## src/rtl/processador.sv

```systemverilog
// processador: 16-bit four-step multi-cycle core with one shared, observable bus.
// Optional macro PROC_SIGNED_IMM_EN makes mvi sign-extend its 10-bit immediate from bit 9.
module processador (
  input  logic        clock,
  input  logic        resetn,
  input  logic [15:0] iin,
  output logic [15:0] bus
);

  typedef enum logic [1:0] {
    T0 = 2'd0,
    T1 = 2'd1,
    T2 = 2'd2,
    T3 = 2'd3
  } step_t;

  typedef enum logic [2:0] {
    OP_ADD = 3'b000,
    OP_SUB = 3'b001,
    OP_OR  = 3'b010,
    OP_SLT = 3'b011,
    OP_SLL = 3'b100,
    OP_MVI = 3'b101,
    OP_SRL = 3'b110,
    OP_MV  = 3'b111
  } opcode_t;

  step_t       step_q;
  step_t       step_d;
  logic [15:0] instr_q;
  logic [15:0] regFile_q [8];
  logic [15:0] accum_q;
  logic [15:0] result_q;
  logic [15:0] result_d;
  logic [15:0] busVal;
  logic [15:0] immExt;
  opcode_t     opcode;
  logic [2:0]  xSel;
  logic [2:0]  ySel;
  logic        isMove;

  assign opcode = opcode_t'(instr_q[15:13]);
  assign xSel   = instr_q[12:10];
  assign ySel   = instr_q[9:7];
  assign isMove = (opcode == OP_MV) || (opcode == OP_MVI);

`ifdef PROC_SIGNED_IMM_EN
  assign immExt = {{6{instr_q[9]}}, instr_q[9:0]};
`else
  assign immExt = {6'b000000, instr_q[9:0]};
`endif

  // Exactly one source drives the bus per step; idle steps of moves and reset drive zero.
  always_comb begin
    busVal = 16'h0000;
    if (!resetn) begin
      case (step_q)
        T0: busVal = iin;
        T1: begin
          if (opcode == OP_MV)       busVal = regFile_q[ySel];
          else if (opcode == OP_MVI) busVal = immExt;
          else                       busVal = regFile_q[xSel];
        end
        T2: if (!isMove) busVal = regFile_q[ySel];
        T3: if (!isMove) busVal = result_q;
        default: busVal = 16'h0000;
      endcase
    end
  end

  assign bus = busVal;

  // The second ALU operand is whatever the bus carries in T2 (Ry).
  always_comb begin
    result_d = 16'h0000;
    case (opcode)
      OP_ADD:  result_d = accum_q + busVal;
      OP_SUB:  result_d = accum_q - busVal;
      OP_OR:   result_d = accum_q | busVal;
      OP_SLT:  result_d = {15'h0000, ($signed(accum_q) < $signed(busVal))};
      OP_SLL:  result_d = accum_q << busVal[3:0];
      OP_SRL:  result_d = accum_q >> busVal[3:0];
      default: result_d = 16'h0000;
    endcase
  end

  always_comb begin
    step_d = T0;
    case (step_q)
      T0:      step_d = T1;
      T1:      step_d = T2;
      T2:      step_d = T3;
      default: step_d = T0;
    endcase
  end

  always_ff @(posedge clock) begin
    if (resetn) begin
      step_q   <= T0;
      instr_q  <= 16'h0000;
      accum_q  <= 16'h0000;
      result_q <= 16'h0000;
      for (int i = 0; i < 8; i++) begin
        regFile_q[i] <= 16'h0000;
      end
    end else begin
      step_q <= step_d;
      case (step_q)
        T0: instr_q <= iin;
        T1: begin
          if (isMove) regFile_q[xSel] <= busVal;
          else        accum_q         <= busVal;
        end
        T2: if (!isMove) result_q <= result_d;
        T3: if (!isMove) regFile_q[xSel] <= busVal;
        default: ;
      endcase
    end
  end

endmodule

```

## config.mk

```make
export PLATFORM = sky130hd
export DESIGN_NAME = processador
export DESIGN_NICKNAME = d
export VERILOG_FILES = /design/src/rtl/processador.sv
export SDC_FILE = /design/constraint.sdc
export NUM_CORES = 1
export LEC_CHECK = 0
export ABC_AREA = 1
export CAP_MARGIN = 20
export CORE_ASPECT_RATIO = 0.8
export CORE_MARGIN = 3
export CORE_UTILIZATION = 55
export DETAILED_ROUTE_END_ITERATION = 8
export PLACE_DENSITY = 0.69
export SETUP_SLACK_MARGIN = 0.1
export SYNTH_ARGS = -nofsm -noshare
export SYNTH_HDL_FRONTEND = slang
export SYNTH_SLANG_ARGS = --single-unit
export TNS_END_PERCENT = 30
```

## constraint.sdc

```tcl
create_clock -name clock -period 4.8 [get_ports clock]
set_clock_uncertainty 0.2 [all_clocks]
set_input_delay 0.96 -clock clock [delete_from_list [all_inputs] [get_ports clock]]
set_output_delay 0.96 -clock clock [all_outputs]
set_load 0.01 [all_outputs]
```

# Yosys cells after proc, flatten, opt, wreduce, memory -nomap -nowiden
# Memory sizes are Yosys's and may differ from the RTL's. A register that Yosys moved wholly into a read port is not among the register bits.
# Cells that the tools add are included.
# W data, S select, Z words.
# totals
mem_bits_rw	128
word_cells	55
input_bits	18
mem_count	1
reg_bits	50
# memory_table
memory	depth	width	rd	rd_clocked_by_memory_dff	write_ports	line_no	source
regFile_q	8	16	2	2	8	31	logic [15:0] regFile_q [8];
# classes
bitwise	3
n_addsub	2
muxes	26
magnitude_cmp	1
eq_ne	10
reduce_logical	6
shift	2
# op_table
operator	n
$mux W16	7
$pmux W16 S6	1
$pmux W16 S4	1
$add A16 B16 Y16	1
$lt A16 B16 Y1	1
$or A16 B16 Y16	1
$reduce_or A16 Y1	1
$shl A16 B4 Y16	1
$shr A16 B4 Y16	1
$sub A16 B16 Y16	1
$mux W3	5
$eq A3 B3 Y1 const B	4
$mux W1	11
$eq A3 B2 Y1 const B	2
$pmux W2 S3	1
$eq A2 B2 Y1 const B	2
$reduce_and A2 Y1	2
$eq A3 B1 Y1 const B	1
$logic_not A3 Y1	1
$eq A2 B1 Y1 const B	1
$logic_not A2 Y1	1
$logic_or A1 B1 Y1	1
$not A1 Y1	1
$or A1 B1 Y1	1

# Logic depth before layout (Yosys ltp)
# Gate-level depths: netlist (run 1).
# depth
word_depth	9
depth_mapped	34

# Worst setup path before layout (run 1)
# No wires, ideal clock.
# synth_path
kind	input port to flip-flop
from	input resetn
to	register result_q[15]
path_stages	18
setup_time_ps	109
path_slack_ps	527
arrival_ps	3964
cell_sequence	clkbuf_1 inv_2 clkbuf_1 clkbuf_1 nand2_1 ha_1 clkbuf_1 nor4_1 nand4_1 nand3_1 nand3_1 nand2_1 a31oi_1 or2_2 nand3_1 nand3_1 nand2_1 inv_1
# synth_via
elab_chain_len	3
# synth_lines
element	line_no	source
start: declaration	5	input logic resetn,
$mux W16	56	if (!resetn) begin
$sub A16 B16 Y16, or another cell as far along	78	OP_SUB: result_d = accum_q - busVal;
$pmux W16 S6	76	case (opcode)
end signal: assignment	114	T2: if (!isMove) result_q <= result_d;
end: declaration	33	logic [15:0] result_q;
# Parallel ways exist; a longest one is shown, timed or not.
# A chain may end at the register's enable or synchronous reset.

==> results of run 1 <==
==> synth_stat cells (all sizes together) (3+ instances only) <==
cell type	count
a21oi	142
a31oi	4
inv	170
nand4	8
o2111ai	4
o21ai	181
o221ai	12
o311ai	3
dfxtp	56
nor3	9
clkbuf	50
edfxtp	128
o22ai	9
nor2	253
or2	4
o211ai	30
nand3	224
nand2	343
ha	57
buf	50
==> registers in the layout (all words and copies together) (netlist names), named ones only <==
name and count:
regFile_q 128, accum_q 16, result_q 16, step_q 2, instr_q 16
==> final timing paths <==
kind	from	endpoint	slack (ps)
max reg2reg	register	result_q[6]	240
min	instr_q[3]	instr_q[3]	280
min reg2reg	instr_q[3]	instr_q[3]	280
max	register	result_q[6]	240
==> cell usage in the layout, fill, tap and decap left out, types with 4 or more instances in the layout <==
master and count:
nand2_1 330, nor2_1 250, nand3_1 222, o21ai_0 169, inv_1 162, a21oi_1 140
edfxtp_1 128, buf_4 66, ha_1 57, dfxtp_1 53, clkdlybuf4s50_1 32, o211ai_1 30
clkbuf_16 17, o221ai_1 12, nand2_2 11, o21ai_1 11, o22ai_1 9, nor3_1 9
nand4_1 8, inv_2 7, inv_12 6, clkinv_8 6, or2_2 4, o2111ai_1 4
a31oi_1 4
==> repair_timing <==
item                       in CTS  in global routing
hold endpoints to repair        0                  0
pin swaps                       0                  0
resized for setup               2                  7
setup endpoints to repair       4                 14
==> cells by family (layout without fill, tap and decap cells) <==
family / after synthesis / in the layout
buf+inv: 272 / 307
xor+xnor: 3 / 3
simple gates: 842 / 842
compound gates: 399 / 399
fa+ha+maj: 59 / 59
flops: 184 / 184
==> final cells by class <==
type | instances | area [um2] | area share
multi-input cells | 1303 | 6600 | 0.466
flip-flops and latches | 184 | 4970 | 0.351
repair buffers | 103 | 908 | 0.0642
inverters | 172 | 648 | 0.0458
clock buffers | 17 | 425 | 0.0301
well taps | 300 | 375 | 0.0265
clock inverters | 15 | 224 | 0.0158
==> critical path: cells and delay by family (launching register included) <==
| kind | cells | cell delay [ps] |
|---|---|---|
| fa+ha+maj | 2 | 720 |
| simple gates | 14 | 1550 |
| flops | 1 | 340 |
| compound gates | 4 | 890 |
| buf+inv | 4 | 780 |
==> per-stage QoR <==
step           TNS [ps]   util  cells
2_1_floorplan         0      -   1759
3_3_place_gp       -596  0.608   2061
3_5_place_dp       -193  0.608   2061
4_1_cts               0  0.638   2093
5_1_grt               0  0.640   2094
6_report              0  0.640   2094
==> layer usage <==
layer / up-vias / share of wire / track usage
li1: 6003 / - / -
met3: 114 / 0.15 / 0.114
met5: - / 0.00028 / 0
met2: 998 / 0.40 / 0.512
met4: 2 / 0.027 / 0.102
met1: 6188 / 0.42 / 0.565
==> power breakdown <==
| part | total, mW | switching (mW) | internal (mW) |
|---|---|---|---|
| registers | 2.14 | 0.218 | 1.92 |
| clock network | 1.53 | 0.793 | 0.737 |
| logic | 5.23 | 3.64 | 1.59 |
| total | 8.90 | 4.65 | 4.25 |
==> metrics.csv, run 1 <==
metric,value,unit
DR WL/cell,22.2,um
critical path arrival,4700,ps
Vias/cell,6.35,
hold-fix buffers at CTS,0,
H-tree levels,4,
gpl congestion,1.05,
post-placement cell area,13400,um2
sequential fraction of the synthesis area,0.392,
clock root cell,clkbuf_16,
fill count,2053,
Port Buf Inserts,33,
initial antenna violation count,1,
Post-synth EDFFs,128,
Worst-Margin Slew,907,ps
design area,14100,um2
clock buffer depth,2,
Synth cell types,45,
Reg2Reg Depth,24,
Post-Synth Simple-Gate Area,0.281,
Max VDD drop,0.000344,V
RSZ-0062 raised after global routing,true,
Congestion Overflow GR,0,
first-pass GRT wire length,71000,um
Crit. End Element,register,
power per standard cell area,629,nW/um2
number of routed nets with antenna violations,0,
die width,176,um
Tot GR Track Use,0.372,
crit-path cells,"buf_4, inv_1, buf_4, nand3_1, nand3_1, nand3_1, nand3_1, nand2_1, nand2_2, a21oi_4, ha_1, fa_1, nand3_1, nand2_1, nand2_1, nand2_1, a21oi_1, nand2_1, nand2_1, o2111ai_1, a21oi_1, nand3_1, nand2_1, inv_1",
"Slew Viols, Final",0,
drt total wl,46600,um
post-synthesis xor/xnor area fraction,0.00208,
Max Fanout on Critical Path,11,
final net count,1858,
critical path class,reg2reg,
final hold violation count,0,
setup violators final,0,
Max Clock Freq,0.219,GHz
main combinational cell family by area after synthesis,simple AND/OR/NAND/NOR gates,
CTS tree,yes,
clk sinks,184,
"CTS clk-pin slew, worst paths",80,ps
Max Cap Violations,0,
die area,24900,um2
post-detailed-placement half-perimeter wirelength,33900,um
DRC violations left,0,
initial drt markers,2235,
total power,8.90,mW
CP max stage cell,fa_1,
Critical Path Start Type,register,
Post-Synth Adder-Cell Area,0.0595,
Tmin final,4560,ps
Leakage,5.98,nW
P&R area growth vs syn,11.8,%
area fraction in compound gates after synthesis,0.176,
post-place setup slack,-169,ps
number of global-route vias before repair,12300,
Slew headroom,0.394,
outcome,finished clean,
die height,142,um
Post-Syn Area,12700,um2
First-pass DRT Iterations,6,
share of cells above drive strength 1,0.0797,
main area contributors after synthesis,"edfxtp_1 (30%), nand2_1 (9.8%), dfxtp_1 (8.9%), nand3_1 (8.8%), nor2_1 (7.4%)",
post-CTS setup repair buffer count,0,
cell row count,48,
n_diodes,0,
"most used cell, CP",nand2_1,
CTS buffer count,17,
"FF+latch count, synth",184,
routed vias,13300,
YS warnings,0,
clk_lat worst skew,450,ps
Crit path largest cell delay,450,ps
critical path required time,4940,ps
Syn Nets,1836,
I/O pins,34,
Hold Path Stages,2,
hold slack final,277,ps
Initial Util,0.573,
Yosys top cell by area,edfxtp_1,
average size of a mapped cell,7.19,um2
Core Area,22100,um2
Hold WC Path Type,reg2reg,
largest net degree at the start of global routing,62,
Synth Flop Type,edfxtp_1,
worst setup margin,237,ps
async set-or-reset flop fraction in the synthesized netlist,0,
Syn Inst Count,1759,
period utilization,0.951,
mux contribution to synthesized area,0,
Synth top area share,0.304,
(Power assumes the default switching activity.)
==> run 2: changes to the inputs <==
Settings changed: HOLD_SLACK_MARGIN set to 0.02, SKIP_LAST_GASP set to 1.
==> results of run 2 <==
The final DEF is identical to that of run 1; final timing and power are the same.
